### src/rtl/axis_switch_pkg.sv
// Shared helpers for the packet-aware AXI-Stream crossbar: dest window decode and
// round-robin pick.
package axis_switch_pkg;

  localparam int unsigned MaxPorts = 32;
  localparam int unsigned IdxW     = $clog2(MaxPorts);

  typedef struct packed {
    logic            found;
    logic [IdxW-1:0] idx;
  } rr_pick_t;

  // True when dest falls inside master idx's window [lo, lo + rng].
  function automatic logic dest_match(input logic [31:0] dest, input int unsigned idx,
                                      input int unsigned base, input int unsigned stride,
                                      input int unsigned rng);
    logic [63:0] lo;
    lo = 64'(base) + 64'(idx) * 64'(stride);
    return (64'(dest) >= lo) && (64'(dest) <= lo + 64'(rng));
  endfunction

  // First set bit of req scanning ptr, ptr+1, ... modulo n.
  function automatic rr_pick_t rr_pick(input logic [MaxPorts-1:0] req, input int unsigned ptr,
                                       input int unsigned n);
    rr_pick_t    res;
    int unsigned pos;
    res = '0;
    for (int unsigned k = 0; k < MaxPorts; k++) begin
      pos = ptr + k;
      if (pos >= n) pos = pos - n;
      if (k < n && !res.found && req[pos[IdxW-1:0]]) begin
        res.found = 1'b1;
        res.idx   = pos[IdxW-1:0];
      end
    end
    return res;
  endfunction

endpackage

### src/rtl/axis_switch_rrobin_pkt_if.sv
// Bundle of N AXI-Stream lanes, flattened per field; master drives payload, slave drives ready.
interface axis_switch_rrobin_pkt_if #(
  parameter int unsigned N          = 2,
  parameter int unsigned DATA_WIDTH = 64,
  parameter int unsigned ID_WIDTH   = 1,
  parameter int unsigned DEST_WIDTH = 1
);
  logic [N-1:0]            valid;
  logic [N-1:0]            ready;
  logic [N*DATA_WIDTH-1:0] data;
  logic [N*DEST_WIDTH-1:0] dest;
  logic [N*ID_WIDTH-1:0]   id;
  logic [N-1:0]            last;

  modport master (output valid, data, dest, id, last, input ready);
  modport slave  (input valid, data, dest, id, last, output ready);
endinterface

### src/rtl/axis_switch_master_arb.sv
// Per-master round-robin arbiter with packet lock, feeding a 2-entry registered skid FIFO.
module axis_switch_master_arb
  import axis_switch_pkg::*;
#(
  parameter int unsigned NSLAVES    = 2,
  parameter int unsigned DATA_WIDTH = 64,
  parameter int unsigned ID_WIDTH   = 1,
  parameter int unsigned DEST_WIDTH = 1,
  parameter bit          HAS_LAST   = 1'b1
) (
  input  logic                          aclk,
  input  logic                          aresetn,
  input  logic [NSLAVES-1:0]            req,
  input  logic [NSLAVES*DATA_WIDTH-1:0] s_data,
  input  logic [NSLAVES*DEST_WIDTH-1:0] s_dest,
  input  logic [NSLAVES*ID_WIDTH-1:0]   s_id,
  input  logic [NSLAVES-1:0]            s_last,
  output logic [NSLAVES-1:0]            slv_ready,
  output logic                          m_valid,
  input  logic                          m_ready,
  output logic [DATA_WIDTH-1:0]         m_data,
  output logic [DEST_WIDTH-1:0]         m_dest,
  output logic [ID_WIDTH-1:0]           m_id,
  output logic                          m_last
);

  localparam int unsigned SlvW = (NSLAVES > 1) ? $clog2(NSLAVES) : 1;

  typedef struct packed {
    logic [DATA_WIDTH-1:0] data;
    logic [DEST_WIDTH-1:0] dest;
    logic [ID_WIDTH-1:0]   id;
    logic                  last;
  } entry_t;

  logic [SlvW-1:0] rr_ptr_q, rr_ptr_d, lock_slv_q, lock_slv_d, gnt_idx;
  logic            locked_q, locked_d;
  entry_t          head_q, head_d, tail_q, tail_d, push_entry;
  logic [1:0]      count_q, count_d;
  logic            gnt_any, full, push, pop;
  rr_pick_t        pick;

  always_comb begin
    pick = rr_pick(MaxPorts'(req), 32'(rr_ptr_q), NSLAVES);
    // A locked master only ever serves its packet owner, even if it goes idle.
    if (locked_q) begin
      gnt_idx = lock_slv_q;
      gnt_any = req[lock_slv_q];
    end else begin
      gnt_idx = SlvW'(pick.idx);
      gnt_any = pick.found;
    end
    full = (count_q == 2'd2);
    push = aresetn && gnt_any && !full;
    pop  = (count_q != 2'd0) && m_ready;

    slv_ready = '0;
    if (push) slv_ready[gnt_idx] = 1'b1;

    push_entry.data = s_data[gnt_idx*DATA_WIDTH +: DATA_WIDTH];
    push_entry.dest = s_dest[gnt_idx*DEST_WIDTH +: DEST_WIDTH];
    push_entry.id   = s_id[gnt_idx*ID_WIDTH +: ID_WIDTH];
    push_entry.last = s_last[gnt_idx];
  end

  always_comb begin
    rr_ptr_d   = rr_ptr_q;
    locked_d   = locked_q;
    lock_slv_d = lock_slv_q;
    head_d     = head_q;
    tail_d     = tail_q;
    count_d    = count_q;

    if (push) begin
      rr_ptr_d = (gnt_idx == SlvW'(NSLAVES - 1)) ? '0 : gnt_idx + 1'b1;
      if (HAS_LAST && !push_entry.last) begin
        locked_d   = 1'b1;
        lock_slv_d = gnt_idx;
      end else begin
        locked_d = 1'b0;
      end
    end

    // Push at count 2 cannot happen since ready is low when full.
    case ({push, pop})
      2'b10: begin
        if (count_q == 2'd0) head_d = push_entry;
        else                 tail_d = push_entry;
        count_d = count_q + 2'd1;
      end
      2'b01: begin
        head_d  = tail_q;
        count_d = count_q - 2'd1;
      end
      2'b11: begin
        if (count_q == 2'd1) begin
          head_d = push_entry;
        end else begin
          head_d = tail_q;
          tail_d = push_entry;
        end
      end
      default: ;
    endcase
  end

  always_ff @(posedge aclk) begin
    if (!aresetn) begin
      rr_ptr_q   <= '0;
      locked_q   <= 1'b0;
      lock_slv_q <= '0;
      head_q     <= '0;
      tail_q     <= '0;
      count_q    <= 2'd0;
    end else begin
      rr_ptr_q   <= rr_ptr_d;
      locked_q   <= locked_d;
      lock_slv_q <= lock_slv_d;
      head_q     <= head_d;
      tail_q     <= tail_d;
      count_q    <= count_d;
    end
  end

  assign m_valid = aresetn && (count_q != 2'd0);
  assign m_data  = head_q.data;
  assign m_dest  = head_q.dest;
  assign m_id    = head_q.id;
  assign m_last  = head_q.last;

endmodule

### src/rtl/axis_switch_rrobin_pkt.sv
// NSLAVES x NMASTERS packet-aware AXI-Stream crossbar: dest routing, per-master arbiters,
// and a saturating counter of discarded unroutable beats.
module axis_switch_rrobin_pkt
  import axis_switch_pkg::*;
#(
  parameter int unsigned NSLAVES       = 2,
  parameter int unsigned NMASTERS      = 2,
  parameter int unsigned DATA_WIDTH    = 64,
  parameter int unsigned ID_WIDTH      = 1,
  parameter int unsigned DEST_WIDTH    = 1,
  parameter bit          HAS_LAST      = 1'b1,
  parameter int unsigned DEST_BASE     = 0,
  parameter int unsigned DEST_STRIDE   = 1,
  parameter int unsigned DEST_RANGE    = 0,
  parameter bit          DROP_UNROUTED = 1'b1,
  parameter int unsigned CNT_WIDTH     = 16
) (
  input  logic                      aclk,
  input  logic                      aresetn,
  axis_switch_rrobin_pkt_if.slave   s,
  axis_switch_rrobin_pkt_if.master  m,
  output logic [CNT_WIDTH-1:0]      drop_cnt
);

  localparam int unsigned SumW  = $clog2(NSLAVES + 1);
  localparam int unsigned WideW = CNT_WIDTH + SumW;

  logic [NSLAVES-1:0]    hit, drop_ok;
  logic [NSLAVES-1:0]    req       [NMASTERS];
  logic [NSLAVES-1:0]    arb_ready [NMASTERS];
  logic [NMASTERS-1:0]   m_valid_w, m_last_w;
  logic [DATA_WIDTH-1:0] m_data_w  [NMASTERS];
  logic [DEST_WIDTH-1:0] m_dest_w  [NMASTERS];
  logic [ID_WIDTH-1:0]   m_id_w    [NMASTERS];
  logic [SumW-1:0]       n_drop;
  logic [WideW-1:0]      drop_wide;
  logic [CNT_WIDTH-1:0]  drop_cnt_q, drop_cnt_d;

  // Each slave requests only the lowest-indexed master whose window holds its dest.
  always_comb begin
    hit = '0;
    for (int unsigned i = 0; i < NMASTERS; i++) req[i] = '0;
    for (int unsigned j = 0; j < NSLAVES; j++) begin
      for (int unsigned i = 0; i < NMASTERS; i++) begin
        if (!hit[j] && (NMASTERS == 1 ||
            dest_match(32'(s.dest[j*DEST_WIDTH +: DEST_WIDTH]), i, DEST_BASE, DEST_STRIDE,
                       DEST_RANGE))) begin
          hit[j]    = 1'b1;
          req[i][j] = s.valid[j];
        end
      end
    end
  end

  for (genvar i = 0; i < NMASTERS; i++) begin : g_master
    axis_switch_master_arb #(
      .NSLAVES    (NSLAVES),
      .DATA_WIDTH (DATA_WIDTH),
      .ID_WIDTH   (ID_WIDTH),
      .DEST_WIDTH (DEST_WIDTH),
      .HAS_LAST   (HAS_LAST)
    ) u_arb (
      .aclk      (aclk),
      .aresetn   (aresetn),
      .req       (req[i]),
      .s_data    (s.data),
      .s_dest    (s.dest),
      .s_id      (s.id),
      .s_last    (s.last),
      .slv_ready (arb_ready[i]),
      .m_valid   (m_valid_w[i]),
      .m_ready   (m.ready[i]),
      .m_data    (m_data_w[i]),
      .m_dest    (m_dest_w[i]),
      .m_id      (m_id_w[i]),
      .m_last    (m_last_w[i])
    );
  end

  always_comb begin
    m.valid = m_valid_w;
    m.last  = m_last_w;
    m.data  = '0;
    m.dest  = '0;
    m.id    = '0;
    for (int unsigned i = 0; i < NMASTERS; i++) begin
      m.data[i*DATA_WIDTH +: DATA_WIDTH] = m_data_w[i];
      m.dest[i*DEST_WIDTH +: DEST_WIDTH] = m_dest_w[i];
      m.id[i*ID_WIDTH +: ID_WIDTH]       = m_id_w[i];
    end
  end

  always_comb begin
    drop_ok = '0;
    n_drop  = '0;
    s.ready = '0;
    for (int unsigned j = 0; j < NSLAVES; j++) begin
      if (DROP_UNROUTED && s.valid[j] && !hit[j]) begin
        drop_ok[j] = 1'b1;
        n_drop     = n_drop + 1'b1;
      end
      s.ready[j] = drop_ok[j];
      for (int unsigned i = 0; i < NMASTERS; i++) s.ready[j] = s.ready[j] | arb_ready[i][j];
      s.ready[j] = s.ready[j] & aresetn;
    end
    drop_wide  = WideW'(drop_cnt_q) + WideW'(n_drop);
    drop_cnt_d = (drop_wide > WideW'({CNT_WIDTH{1'b1}})) ? '1 : drop_wide[CNT_WIDTH-1:0];
  end

  always_ff @(posedge aclk) begin
    if (!aresetn) drop_cnt_q <= '0;
    else          drop_cnt_q <= drop_cnt_d;
  end

  assign drop_cnt = drop_cnt_q;

endmodule

### src/flat_wrapper.sv
// flat-port wrapper written by rule: the top's interface ports become plain ports
module axis_switch_rrobin_pkt_flat import axis_switch_pkg::*;
#(
  parameter int unsigned NSLAVES       = 2,
  parameter int unsigned NMASTERS      = 2,
  parameter int unsigned DATA_WIDTH    = 64,
  parameter int unsigned ID_WIDTH      = 1,
  parameter int unsigned DEST_WIDTH    = 1,
  parameter bit          HAS_LAST      = 1'b1,
  parameter int unsigned DEST_BASE     = 0,
  parameter int unsigned DEST_STRIDE   = 1,
  parameter int unsigned DEST_RANGE    = 0,
  parameter bit          DROP_UNROUTED = 1'b1,
  parameter int unsigned CNT_WIDTH     = 16
)
  (aclk, aresetn, drop_cnt, s_valid, s_data, s_dest, s_id, s_last, s_ready, m_valid, m_data, m_dest, m_id, m_last, m_ready);
  axis_switch_rrobin_pkt_if #(.DATA_WIDTH(DATA_WIDTH), .ID_WIDTH(ID_WIDTH), .DEST_WIDTH(DEST_WIDTH)) s_i ();
  axis_switch_rrobin_pkt_if #(.DATA_WIDTH(DATA_WIDTH), .ID_WIDTH(ID_WIDTH), .DEST_WIDTH(DEST_WIDTH)) m_i ();
  input  logic aclk;
  input  logic aresetn;
  output logic [CNT_WIDTH-1:0] drop_cnt;
  input wire logic [$bits(s_i.valid)-1:0] s_valid;
  input wire logic [$bits(s_i.data)-1:0] s_data;
  input wire logic [$bits(s_i.dest)-1:0] s_dest;
  input wire logic [$bits(s_i.id)-1:0] s_id;
  input wire logic [$bits(s_i.last)-1:0] s_last;
  output wire logic [$bits(s_i.ready)-1:0] s_ready;
  output wire logic [$bits(m_i.valid)-1:0] m_valid;
  output wire logic [$bits(m_i.data)-1:0] m_data;
  output wire logic [$bits(m_i.dest)-1:0] m_dest;
  output wire logic [$bits(m_i.id)-1:0] m_id;
  output wire logic [$bits(m_i.last)-1:0] m_last;
  input wire logic [$bits(m_i.ready)-1:0] m_ready;
  assign s_i.valid = s_valid;
  assign s_i.data = s_data;
  assign s_i.dest = s_dest;
  assign s_i.id = s_id;
  assign s_i.last = s_last;
  assign s_ready = s_i.ready;
  assign m_valid = m_i.valid;
  assign m_data = m_i.data;
  assign m_dest = m_i.dest;
  assign m_id = m_i.id;
  assign m_last = m_i.last;
  assign m_i.ready = m_ready;
  axis_switch_rrobin_pkt #(.NSLAVES(NSLAVES), .NMASTERS(NMASTERS), .DATA_WIDTH(DATA_WIDTH), .ID_WIDTH(ID_WIDTH), .DEST_WIDTH(DEST_WIDTH), .HAS_LAST(HAS_LAST), .DEST_BASE(DEST_BASE), .DEST_STRIDE(DEST_STRIDE), .DEST_RANGE(DEST_RANGE), .DROP_UNROUTED(DROP_UNROUTED), .CNT_WIDTH(CNT_WIDTH)) u_core (.aclk(aclk), .aresetn(aresetn), .s(s_i), .m(m_i), .drop_cnt(drop_cnt));
endmodule
### config.mk
export PLATFORM = sky130hd
export DESIGN_NAME = axis_switch_rrobin_pkt_flat
export DESIGN_NICKNAME = d
export VERILOG_FILES = /design/src/rtl/axis_switch_pkg.sv /design/src/rtl/axis_switch_rrobin_pkt_if.sv /design/src/rtl/axis_switch_master_arb.sv /design/src/rtl/axis_switch_rrobin_pkt.sv /design/src/flat_wrapper.sv
export SDC_FILE = /design/constraint.sdc
export NUM_CORES = 1
export LEC_CHECK = 0
export CAP_MARGIN = 20
export CORE_MARGIN = 2
export CORE_UTILIZATION = 50
export CTS_BUF_LIST = sky130_fd_sc_hd__clkbuf_2
export CTS_CLUSTER_SIZE = 16
export DETAILED_ROUTE_END_ITERATION = 7
export PLACE_DENSITY = 0.8
export SLEW_MARGIN = 25
export SYNTH_ARGS = -nofsm -noshare
export SYNTH_HDL_FRONTEND = slang
export SYNTH_SLANG_ARGS = --single-unit
### constraint.sdc
create_clock -name aclk -period 3.2 [get_ports aclk]
set_clock_uncertainty 0.05 [all_clocks]
set_input_delay 0.64 -clock aclk [delete_from_list [all_inputs] [get_ports aclk]]
set_output_delay 0.64 -clock aclk [all_outputs]
set_load 0.02 [all_outputs]
==> metrics.md <==
| Metric | Value |
|---|---|
| Status | finished clean |
| Fin crit period | 3.044 ns |
| RSZ-0062 raised after global routing | false |
| Worst EP required | 2.51 ns |
| FFs w/ async S/R, synth | 0% |
| Final count of negative-setup-slack endpoints | 0 |
| H-Tree Depth | 3 |
| Final WL | 54.41 mm |
| Clock Tree Buf Depth | 3 |
| Max Slew Vio Count | 0 |
| Vias in the first global route | 16,154 |
| Count leader, synth | dfxtp_1 |
| First-pass GRT wire length | 85.18 mm |
| Vias/cell | 6.542 |
| Final ANT Viol Nets | 0 |
| GRT Util Overall | 31.22% |
| Synth Flop Type | dfxtp_1 |
| Clock Sinks | 278 |
| Finished Cell Area | 20,020 um2 |
| Worst endpoint data arrival time | 2.35 ns |
| Placed cell area | 19,280 um2 |
| Inserted Clock Buffers | 75 |
| Initial DRC count | 1,323 |
| CP Capture Type | output pin |
| Routed vias | 16,172 |
| Worst-path maximum fanout | 7 |
| Dpl cells | 2,345 |
| CTS clk-pin slew, worst paths | 0.10 ns |
| Syn. warnings | 0 |
| Leading area contributor after synthesis | dfxtp_1 |
| Gpl congestion | 0.8476 |
| CTS Root Cell | clkbuf_2 |
| Worst reg-to-reg setup slack | 0.69 ns |
| Top cell type's share of synthesized area | 34.53% |
| Core box area | 31,640 um2 |
| Initial Util | 50.95% |
| DRT Pass-1 Iters | 6 |
| Final cell count without fillers | 2,472 |
| Critical path class | flop to output pin |
| Syn Inst Count | 1,831 |
| Avg WL per Cell | 22.01 um |
| Max-slew headroom | 41.84% |
| Total grt overflow | 0 |
| Number of max-cap violations | 0 |
| Maximum VDD drop | 0.0004658 V |
| Final Cycle Share | 95.13% |
| Detailed-route DRC error count | 0 |
| Tot Pwr | 16,280 uW |
| Skew-Pair Late Insertion Delay | 0.87 ns |
| Worst setup SP type | flop |
| Final Net Count | 2,175 |
| Highest clock rate | 328.5 MHz |
| Leakage | 0.007685 uW |
| Largest net degree at the start of global routing | 110 |
| Syn_area_per_cell | 8.803 um2 |
| Cell area after synthesis | 16,120 um2 |
| Die X-Extent | 183.5 um |
| Type of the most critical hold path | input pin to flop |
| Die height | 183.5 um |
| Final Hold Viols | 0 |
| Layout area overhead | 24.19% |
| Register bit total from synthesis | 278 |
| Die area | 33,690 um2 |
| Hpwl dp | 33.21 mm |
| Pwr dens | 813.3 nW/um2 |
| Row cnt | 65 |
| IO Port Bufs | 277 |
| Most frequent cells after synthesis | 278 x dfxtp_1, 266 x a21boi_0, 266 x mux2i_1 |
| Sequential area share after synthesis | 34.53% |
| Tightest Pin Transition | 0.8724 ns |
| Antenna violations before repair | 4 |
| Synth cell types | 38 |
| CTS tree | yes |
| Num ports | 294 |
| Share of layout cells above drive strength 1 | 10.06% |
| Main area contributors after synthesis | dfxtp_1 35%, mux2i_1 17%, a21boi_0 12% |
| EDFF count, synth | 0 |
-- what timing repair did --
item                       4_1_cts  5_1_grt
gates resized for setup          2        8
setup endpoints to repair        1        3
hold buffers                     0        0
hold endpoints to repair         0        0
buffers inserted                 0        1
-- placed cells by master (no fill, tap or decap), types with 3 or more instances in the layout --
cell type	Yosys	layout
dfxtp_1	278	277
clkdlybuf4s50_1	0	273
mux2i_1	266	266
a21boi_0	266	266
nand2_1	144	142
a21oi_1	143	142
a211oi_1	140	139
o21ai_0	133	133
a311oi_1	133	133
clkbuf_2	0	110
buf_4	35	40
buf_12	0	29
conb_1	1	16
ha_1	14	14
inv_1	12	12
clkinv_1	0	9
nor2_1	7	7
nand2b_1	5	4
xor2_1	4	4
diode_2	0	3
o21a_4	0	3
a21o_1	6	3
bufinv_16	0	3
-- worst max-delay path, cell delays in order (launching register included) --
cell	delay [ns]
dfxtp_1	0.39
or3b_1	0.49
a21o_4	0.28
o22ai_4	0.17
buf_6	0.16
-- layout make-up --
cell class | instances | area, um2
Timing Repair Buffer | 345 | 3649
Fill cell | 2636 | 11620
Antenna cell | 3 | 7.507
Clock inverter | 13 | 127.6
Sequential cell | 278 | 5567
Inverter | 13 | 51.30
Multi-Input combinational cell | 1308 | 9562
Tap cell | 402 | 503.0
Clock buffer | 110 | 550.5
-- per-stage QoR --
stage          setup WS [ns]  hold WS [ns]  util (%)   TNS, ns
2_1_floorplan        0.09994        0.4000         -         0
3_3_place_gp         0.08748        0.4085     60.95         0
3_5_place_dp        -0.02046        0.4169     60.95  -0.05062
4_1_cts              0.02301        0.2517     63.11         0
5_1_grt             0.009315        0.2908     63.27         0
6_report              0.1559        0.3289     63.27         0
-- registers in the layout, summed over array words and instances (netlist names) --
name,flops
u_core.g_master.u_arb.tail_q,134
u_core.g_master.u_arb.m_data,128
u_core.g_master.u_arb.count_q,4
u_core.g_master.u_arb.lock_slv_q,2
u_core.g_master.u_arb.locked_q,2
u_core.g_master.u_arb.m_dest,2
u_core.g_master.u_arb.m_id,2
u_core.g_master.u_arb.m_last,2
u_core.g_master.u_arb.rr_ptr_q,2
-- cells by family (layout without fill, tap and decap cells) --
| family | after synthesis | in the layout | share of synthesized area [%] |
|---|---|---|---|
| compound gates | 842 | 842 | 36.10 |
| simple gates | 166 | 166 | 4.130 |
| buf+inv | 260 | 481 | 7.398 |
| flops | 278 | 278 | 34.53 |
| fa+ha+maj | 14 | 14 | 1.087 |
| mux | 266 | 266 | 16.52 |
| other cells | 1 | 19 | 0.02327 |
| xor+xnor | 4 | 4 | 0.2173 |
-- power breakdown --
group / total, uW / switching [uW] / internal, uW
Clock: 2670 / 1530 / 1140
Sequential: 5350 / 727 / 4620
Combinational: 8260 / 4740 / 3520
Total: 16300 / 7000 / 9280
-- worst paths after layout --
check,endpoint,depth (start not counted),startpoint
max,s_ready[1],4,u_core.g_master[0].u_arb.locked_q$_SDFFE_PN0P_
min,u_core.g_master[1].u_arb.tail_q[0]$_SDFFE_PN0P_,4,aresetn
max reg2reg,u_core.g_master[1].u_arb.m_data[2]$_SDFFE_PN0P_,12,u_core.g_master[1].u_arb.count_q[0]$_SDFFE_PN0P_
min reg2reg,u_core.g_master[1].u_arb.m_data[63]$_SDFFE_PN0P_,2,u_core.g_master[1].u_arb.tail_q[66]$_SDFFE_PN0P_
-- per-layer routing --
metal  global-route usage, %  vias to the layer above  share of wire [%]
met3                   8.736                      170                 10
met4                   15.58                        2                4.0
met1                   37.64                     7773                 40
li1                        -                     7314                  -
met5                       0                        -              0.020
met2                   51.08                      913                 46
No activity file was read; power rests on OpenSTA's default activity.
